[src/rtl/instr_load_if.sv]
// Record channel between the boot host and the instruction loader.
// The host owns the record fields and valid; the loader drives ready back.
interface instr_load_if;
  logic        in_valid;
  logic        in_ready;
  logic [2:0]  in_op;
  logic [4:0]  in_rd;
  logic [4:0]  in_rs1;
  logic [4:0]  in_rs2;
  logic [12:0] in_imm;

  modport master (
    output in_valid, in_op, in_rd, in_rs1, in_rs2, in_imm,
    input  in_ready
  );

  modport slave (
    input  in_valid, in_op, in_rd, in_rs1, in_rs2, in_imm,
    output in_ready
  );
endinterface

[src/rtl/instr_mem_loader.sv]
// Encodes symbolic instruction records into RV32I words, writes them sequentially
// into instruction memory and holds the core in reset until an END record arrives.
module instr_mem_loader #(
  parameter int          IMEM_WORDS = 64,
  parameter logic [31:0] BASE_ADDR  = 32'h0000_0000,
  parameter int          CNT_W      = $clog2(IMEM_WORDS) + 1
) (
  input  logic             clk,
  input  logic             rst_n,
  instr_load_if.slave      rec,
  output logic             imem_we,
  output logic [31:0]      imem_addr,
  output logic [31:0]      imem_wdata,
  output logic [CNT_W-1:0] word_count,
  output logic             err,
  output logic             load_done,
  output logic             core_rst_n
);

  typedef enum logic [1:0] {IDLE, WRITE, DONE} state_t;

  localparam logic [2:0] OP_END = 3'd7;

  state_t      state;
  logic [31:0] enc_word;
  logic        rec_legal;
  logic        mem_full;
  logic [12:0] imm;

  assign imm          = rec.in_imm;
  assign rec.in_ready = (state == IDLE);
  assign mem_full     = (word_count >= CNT_W'(IMEM_WORDS));

  always_comb begin
    enc_word  = 32'd0;
    rec_legal = 1'b1;
    case (rec.in_op)
      3'd0: enc_word = {7'b0000000, rec.in_rs2, rec.in_rs1, 3'b000, rec.in_rd, 7'b0110011};
      3'd1: enc_word = {7'b0100000, rec.in_rs2, rec.in_rs1, 3'b000, rec.in_rd, 7'b0110011};
      3'd2: enc_word = {7'b0000000, rec.in_rs2, rec.in_rs1, 3'b111, rec.in_rd, 7'b0110011};
      3'd3: enc_word = {7'b0000000, rec.in_rs2, rec.in_rs1, 3'b110, rec.in_rd, 7'b0110011};
      3'd4: begin
        // 12-bit immediate must be a proper sign extension of the 13-bit field
        rec_legal = (imm[12] == imm[11]);
        enc_word  = {imm[11:0], rec.in_rs1, 3'b010, rec.in_rd, 7'b0000011};
      end
      3'd5: begin
        rec_legal = (imm[12] == imm[11]);
        enc_word  = {imm[11:5], rec.in_rs2, rec.in_rs1, 3'b010, imm[4:0], 7'b0100011};
      end
      3'd6: begin
        rec_legal = ~imm[0];
        enc_word  = {imm[12], imm[10:5], rec.in_rs2, rec.in_rs1, 3'b000,
                     imm[4:1], imm[11], 7'b1100011};
      end
      default: begin
        enc_word  = 32'd0;
        rec_legal = 1'b1;
      end
    endcase
  end

  always_ff @(posedge clk or negedge rst_n) begin
    if (!rst_n) begin
      state      <= IDLE;
      imem_we    <= 1'b0;
      imem_addr  <= BASE_ADDR;
      imem_wdata <= 32'd0;
      word_count <= '0;
      err        <= 1'b0;
      load_done  <= 1'b0;
      core_rst_n <= 1'b0;
    end else begin
      case (state)
        IDLE: begin
          if (rec.in_valid) begin
            if (rec.in_op == OP_END) begin
              state      <= DONE;
              load_done  <= 1'b1;
              core_rst_n <= 1'b1;
            end else if (rec_legal && !mem_full) begin
              imem_wdata <= enc_word;
              imem_addr  <= BASE_ADDR + (32'(word_count) << 2);
              imem_we    <= 1'b1;
              state      <= WRITE;
            end else begin
              err <= 1'b1;
            end
          end
        end
        WRITE: begin
          // Count only once the strobe has been presented for its full cycle
          imem_we    <= 1'b0;
          word_count <= word_count + 1'b1;
          state      <= IDLE;
        end
        DONE: begin
          state <= DONE;
        end
        default: state <= IDLE;
      endcase
    end
  end

endmodule

[src/flat_wrapper.sv]
// flat-port wrapper written by rule: the top's interface ports become plain ports
module instr_mem_loader_flat 
#(
  parameter int          IMEM_WORDS = 64,
  parameter logic [31:0] BASE_ADDR  = 32'h0000_0000,
  parameter int          CNT_W      = $clog2(IMEM_WORDS) + 1
)
  (clk, rst_n, imem_we, imem_addr, imem_wdata, word_count, err, load_done, core_rst_n, rec_in_valid, rec_in_op, rec_in_rd, rec_in_rs1, rec_in_rs2, rec_in_imm, rec_in_ready);
  instr_load_if rec_i ();
  input  logic clk;
  input  logic rst_n;
  output logic imem_we;
  output logic [31:0] imem_addr;
  output logic [31:0] imem_wdata;
  output logic [CNT_W-1:0] word_count;
  output logic err;
  output logic load_done;
  output logic core_rst_n;
  input wire logic [$bits(rec_i.in_valid)-1:0] rec_in_valid;
  input wire logic [$bits(rec_i.in_op)-1:0] rec_in_op;
  input wire logic [$bits(rec_i.in_rd)-1:0] rec_in_rd;
  input wire logic [$bits(rec_i.in_rs1)-1:0] rec_in_rs1;
  input wire logic [$bits(rec_i.in_rs2)-1:0] rec_in_rs2;
  input wire logic [$bits(rec_i.in_imm)-1:0] rec_in_imm;
  output wire logic [$bits(rec_i.in_ready)-1:0] rec_in_ready;
  assign rec_i.in_valid = rec_in_valid;
  assign rec_i.in_op = rec_in_op;
  assign rec_i.in_rd = rec_in_rd;
  assign rec_i.in_rs1 = rec_in_rs1;
  assign rec_i.in_rs2 = rec_in_rs2;
  assign rec_i.in_imm = rec_in_imm;
  assign rec_in_ready = rec_i.in_ready;
  instr_mem_loader #(.IMEM_WORDS(IMEM_WORDS), .BASE_ADDR(BASE_ADDR), .CNT_W(CNT_W)) u_core (.clk(clk), .rst_n(rst_n), .rec(rec_i), .imem_we(imem_we), .imem_addr(imem_addr), .imem_wdata(imem_wdata), .word_count(word_count), .err(err), .load_done(load_done), .core_rst_n(core_rst_n));
endmodule
[config.mk]
export PLATFORM = sky130hd
export DESIGN_NAME = instr_mem_loader_flat
export DESIGN_NICKNAME = d
export VERILOG_FILES = /design/src/rtl/instr_load_if.sv /design/src/rtl/instr_mem_loader.sv /design/src/flat_wrapper.sv
export SDC_FILE = /design/constraint.sdc
export NUM_CORES = 1
export LEC_CHECK = 0
export ABC_AREA = 1
export BUFFER_PORTS_ARGS = -buffer_cell sky130_fd_sc_hd__buf_2
export CAP_MARGIN = 20
export CORE_ASPECT_RATIO = 0.5
export CORE_UTILIZATION = 51
export DETAILED_ROUTE_END_ITERATION = 12
export PLACE_DENSITY = 0.85
export RECOVER_POWER = 50
export SYNTH_ARGS = -nofsm -noshare
export SYNTH_HDL_FRONTEND = slang
export SYNTH_SLANG_ARGS = --single-unit
[constraint.sdc]
create_clock -name clk -period 2.6 [get_ports clk]
set_input_delay 0.13 -clock clk [delete_from_list [all_inputs] [get_ports clk]]
set_output_delay 0.13 -clock clk [all_outputs]
set_load 0.05 [all_outputs]
; ---- Word level (Yosys, flattened, before mapping)
; Cells that the tools add are included.
[totals]
inputBits = 34
out_inout_bits = 76
reg_bits = 51
elab_cells = 47
[classes]
add_sub_neg = 1
mux = 10
bitwise = 3
n_eq_ne = 14
n_reduce_logical = 11
magnitude_cmp = 1
[ops]
columns = op, n
row1 = $pmux 32 s7, 1
row2 = $eq 3x3->1 const B, 4
row3 = $reduce_and 4->1, 3
row4 = $add 7x1->7 const B, 1
row5 = $ge 7x7->1 const B, 1
row6 = $eq 3x2->1 const B, 2
row7 = $mux 2, 3
row8 = $ne 2x2->1 const B, 2
row9 = $pmux 1 s2, 2
row10 = $pmux 2 s2, 1
row11 = $eq 3x1->1 const B, 1
row12 = $logic_not 3->1, 1
row13 = $mux 1, 3
row14 = $ne 3x1->1 const B, 1
row15 = $not 1->1, 3
row16 = $reduce_and 3->1, 1
row17 = $eq 2x1->1 const B, 1
row18 = $eq 2x2->1 const B, 1
row19 = $logic_not 2->1, 1
row20 = $ne 2x1->1 const B, 1
row21 = $reduce_and 2->1, 1
row22 = $reduce_bool 2->1, 1
row23 = $reduce_or 2->1, 1
row24 = $eq 1x1->1, 1
row25 = 2 further kinds, 2

; ---- Longest topological paths before layout
[logic_depth]
ltp_word = 8
depth_mapped = 12

; ---- Least setup slack after synthesis
; Ideal clock, no wire load.
[synth_path]
path_kind = flip-flop to flip-flop
from = reg u_core.state[1]
to = reg u_core.imem_wdata[30]
period_less_slack_ns = 2.107
t_arrival_ns = 1.984
path_stages_with_launch = 9
setup_time_ns = 0.122
setup_slack_ns = 0.493
n_path_buf = 2
path_cell_list = dfrtp_1 > nor2_1 > nand2_1 > nor2_2 > nand2_4 > buf_8 > buf_12 > nand2_1 > o21ai_1
[synth_via]
elab_chain_len = 2
[synth_rtl]
columns = element, line_no
row1 = start: declaration, instr_mem_loader.sv:24  ; state_t state;
row2 = start signal: assignment, instr_mem_loader.sv:65  ; state <= IDLE;
row3 = start signal: assignment, instr_mem_loader.sv:78  ; state <= DONE;
row4 = start signal: assignment, instr_mem_loader.sv:85  ; state <= WRITE;
row5 = $logic_not 2->1, n/a
row6 = named net rec_in_ready, flat_wrapper.sv:25  ; output wire logic [$bits(rec_i.in_ready)-1:0] rec_in_ready;
row7 = $reduce_and 4->1 (no line), n/a
row8 = end signal: assignment, instr_mem_loader.sv:82  ; imem_wdata <= enc_word;
row9 = end: declaration, instr_mem_loader.sv:13  ; output logic [31:0] imem_wdata,
; The timed path passes the listed nets, and every way through them passes these cells.
; A chain may end at the register's enable or synchronous reset.

; ---- Final worst setup path
[layout_path]
from = reg u_core.state[0]
to = reg u_core.imem_wdata[26]
[layout_via]
elab_chain_len = 2
[layout_rtl]
columns = element, line_no
row1 = $logic_not 2->1, instr_mem_loader.sv:74  ; case (state)
row2 = $reduce_and 4->1 (no line), n/a
; No other way between the ends.

==> impl_metrics.py <==
metrics = {
    "worst_setup_path": {
        "path_class": "flip-flop to flip-flop",
        "critPathLaunch": "u_core.state[0]$_DFFE_PN0P_",
        "cp-start-kind": "flip-flop",
        "cp-end-kind": "flip-flop",
        "cp.arrival_ns": 2.04,
        "worstPathCellList": "nor2_1 > nand2_1 > nor2_2 > nand2_4 > buf_4 > nand2_1 > o21ai_1",
        "r2r_start": "u_core.state[0]$_DFFE_PN0P_",
        "cpLargestDelayFamily": "simple AND/OR/NAND/NOR gates",
        "critical_path_buf_inv_count": 1,
        "crit_path_frequent_cell": "nand2_1",
        "cp_max_fo": 38,
        "cp.required_ns": 2.78,
        "slowest_delay_ns": 0.44,
        "cp_slowest_cell": "dfrtp_1",
    },
    "timing": {
        "tns_ns": 0,
        "worst_hold_slack_ns": 0.0244,
        "tightest_slew_ns": 1.02,
        "final-max-slew-violation-count": 0,
        "fin_crit_sh": 0.718,
        "rsz0062_at_grt": "no",
        "finalHoldViolations": 0,
        "max_freq_mhz": 536,
        "skew_ns": 0.0104,
        "finalSetupViolCount": 0,
        "slew_headroom": 0.317,
        "period_needed_ns": 1.87,
    },
    "detailed_routing": {
        "first_iter_violations": 83,
        "drtPass1Iterations": 4,
        "drc": 0,
        "viasPerCell": 4.77,
        "route.antenna.remaining_nets": 0,
        "routed_wl_mm": 5.35,
        "drt-wirelength-per-cell_um": 12.3,
        "vias": 2071,
    },
    "yosys": {
        "syn_inst": 287,
        "synth-seq-cells": 48,
        "syn_area_sq_mm": 0.00253,
        "yosysWarnings": 0,
        "yosysSeqAreaShare": 0.475,
        "yosysUniqueCellTypes": 33,
        "avgSynthCellArea_sq_um": 8.82,
    },
    "power": {
        "pwr-share-comb": 0.470,
        "swShare": 0.501,
        "seq_power_share": 0.350,
        "leakage_uw": 0.00156,
        "p_int_uw": 1550,
        "power_density_mw_per_mm2": 1060,
        "ir_drop_mv": 0.645,
        "power_frac_clock": 0.180,
        "switchingPower_uw": 1550,
    },
    "placement": {
        "gp_congestion": 1.03,
        "io_buffers": 82,
        "hpwlAfterDp_mm": 4.07,
    },
    "cts": {
        "cts_root_buffer": "clkbuf_8",
        "cts_buffer_depth": 2,
        "cts_buffers": 5,
        "cts_tree": "built",
        "worstSkewPairLatency_ns": 0.30,
        "cts_max_level": 2,
        "postCtsSetupBuffers": 0,
        "path_clk_slew_ns": 0.09,
        "cts_resized": 0,
        "holdBufCountCts": 0,
        "cts_sinks": 48,
    },
    "finish": {
        "post-route-util": 0.639,
        "fillers": 405,
        "final_cell_mix": "nand2_1 (81), buf_2 (61), dfrtp_1 (48)",
        "drive_gt1_frac": 0.272,
        "final_nets": 402,
        "final_common_cell": "nand2_1",
        "area_growth_syn_to_layout_pct": 15.4,
        "antenna_cells": 0,
    },
    "global_routing": {
        "grt_pass1_wl_mm": 8.33,
        "grt_overflow": 0,
        "grtUsageTotal": 0.211,
        "grt_pass1_vias": 1819,
        "grt_max_degree": 49,
        "grt_antenna_before_repair": 0,
    },
    "flow_run": {
        "cap_violations": 0,
    },
    "min_path": {
        "hold_class": "input port to flip-flop",
        "min-delay-start": "rec_in_rs1[4]",
    },
    "floorplanning": {
        "die_w_um": 102,
        "die_y_um": 51.8,
        "rows": 17,
        "initial_core_util": 0.553,
        "dieArea_sq_mm": 0.00527,
        "ioPinCount": 110,
        "coreArea_sq_mm": 0.00457,
    },
    "outcome": {
        "status": "completed",
    },
}
-- registers in the layout, summed over array words and instances (netlist names) --
signal and flops:
u_core.load_done 1, u_core.imem_addr 7, u_core.word_count 7, u_core.state 2, u_core.imem_we 1, u_core.imem_wdata 29
u_core.err 1
-- cell usage after synthesis (all sizes together) --
master | number | area share
a211oi | 1 | 0.0030
a21o | 1 | 0.0030
a21oi | 8 | 0.016
a22oi | 4 | 0.012
buf | 38 | 0.13
conb | 1 | 0.0015
dfrtp | 48 | 0.47
ha | 1 | 0.0049
inv | 26 | 0.040
nand2 | 91 | 0.15
nand3 | 10 | 0.027
nor2 | 12 | 0.019
nor3 | 4 | 0.0079
nor4 | 1 | 0.0025
o211ai | 6 | 0.018
o21ai | 20 | 0.054
o21bai | 1 | 0.0030
o22ai | 7 | 0.017
or2 | 1 | 0.0025
xor2 | 6 | 0.021
-- through the flow --
step / worst slack [ns] / area (sq um) / instances / total power [uW]
6_report: 0.734 / 2920 / 434 / 3100
3_5_place_dp: 0.673 / 2810 / 424 / 2580
2_1_floorplan: 0.493 / 2630 / 313 / 2290
4_1_cts: 0.724 / 2930 / 432 / 3140
3_3_place_gp: 0.762 / 2810 / 424 / 2540
5_1_grt: 0.549 / 2920 / 434 / 3250
-- path summary, 6_finish.rpt --
path / to / slack, ns / cells after the start
worst max-delay path: u_core.imem_wdata[26]$_DFFE_PN0P_ / 0.73 / 7
worst min-delay path: u_core.imem_wdata[19]$_DFFE_PN0P_ / 0.02 / 3
worst max register to register: u_core.imem_wdata[26]$_DFFE_PN0P_ / 0.73 / 7
worst min register to register: u_core.imem_addr[8]$_DFFE_PN0P_ / 0.47 / 2
max in group asynchronous: u_core.imem_wdata[26]$_DFFE_PN0P_ / 1.09 / 3
min in group asynchronous: u_core.imem_addr[7]$_DFFE_PN0P_ / 0.21 / 2
-- cells by family after synthesis --
logic type | share of synthesized area
compound gates | 0.126
fa+ha+maj | 0.00494
simple gates | 0.207
flops | 0.475
xor+xnor | 0.0208
buf+inv | 0.165
other cells | 0.00148
-- layout make-up --
type / count / area, sq um / area share
Clock inverter: 2 / 38.8 / 0.0133
Clock buffer: 6 / 82.6 / 0.0283
Inverter: 26 / 100 / 0.0343
Sequential cell: 48 / 1200 / 0.411
Timing Repair Buffer: 85 / 407 / 0.139
Multi-Input combinational cell: 201 / 1010 / 0.346
Tap cell: 66 / 82.6 / 0.0283
-- per-layer routing --
| layer | global-route usage | part of all wire |
|---|---|---|
| met5 | 0 | 0 |
| met2 | 0.366 | 0.49 |
| met4 | 0.0459 | 0.0064 |
| met1 | 0.264 | 0.43 |
| met3 | 0.0618 | 0.066 |
-- power groups by stage --
| stage | clock network, uW | registers, uW | logic (uW) |
|---|---|---|---|
| final | 559 | 1090 | 1460 |
| after CTS | 567 | 1080 | 1490 |
| after detailed placement | 0 | 1100 | 1480 |
| after floorplan | 0 | 1780 | 504 |
| after global placement | 0 | 1090 | 1450 |
| after global routing | 603 | 1110 | 1540 |
-- tightest hold or removal path, stage by stage --
cell	delay, ns
buf_2	0.07
nand2_1	0.04
nand2_1	0.05
Note: power is estimated with default switching activity, not from simulation.
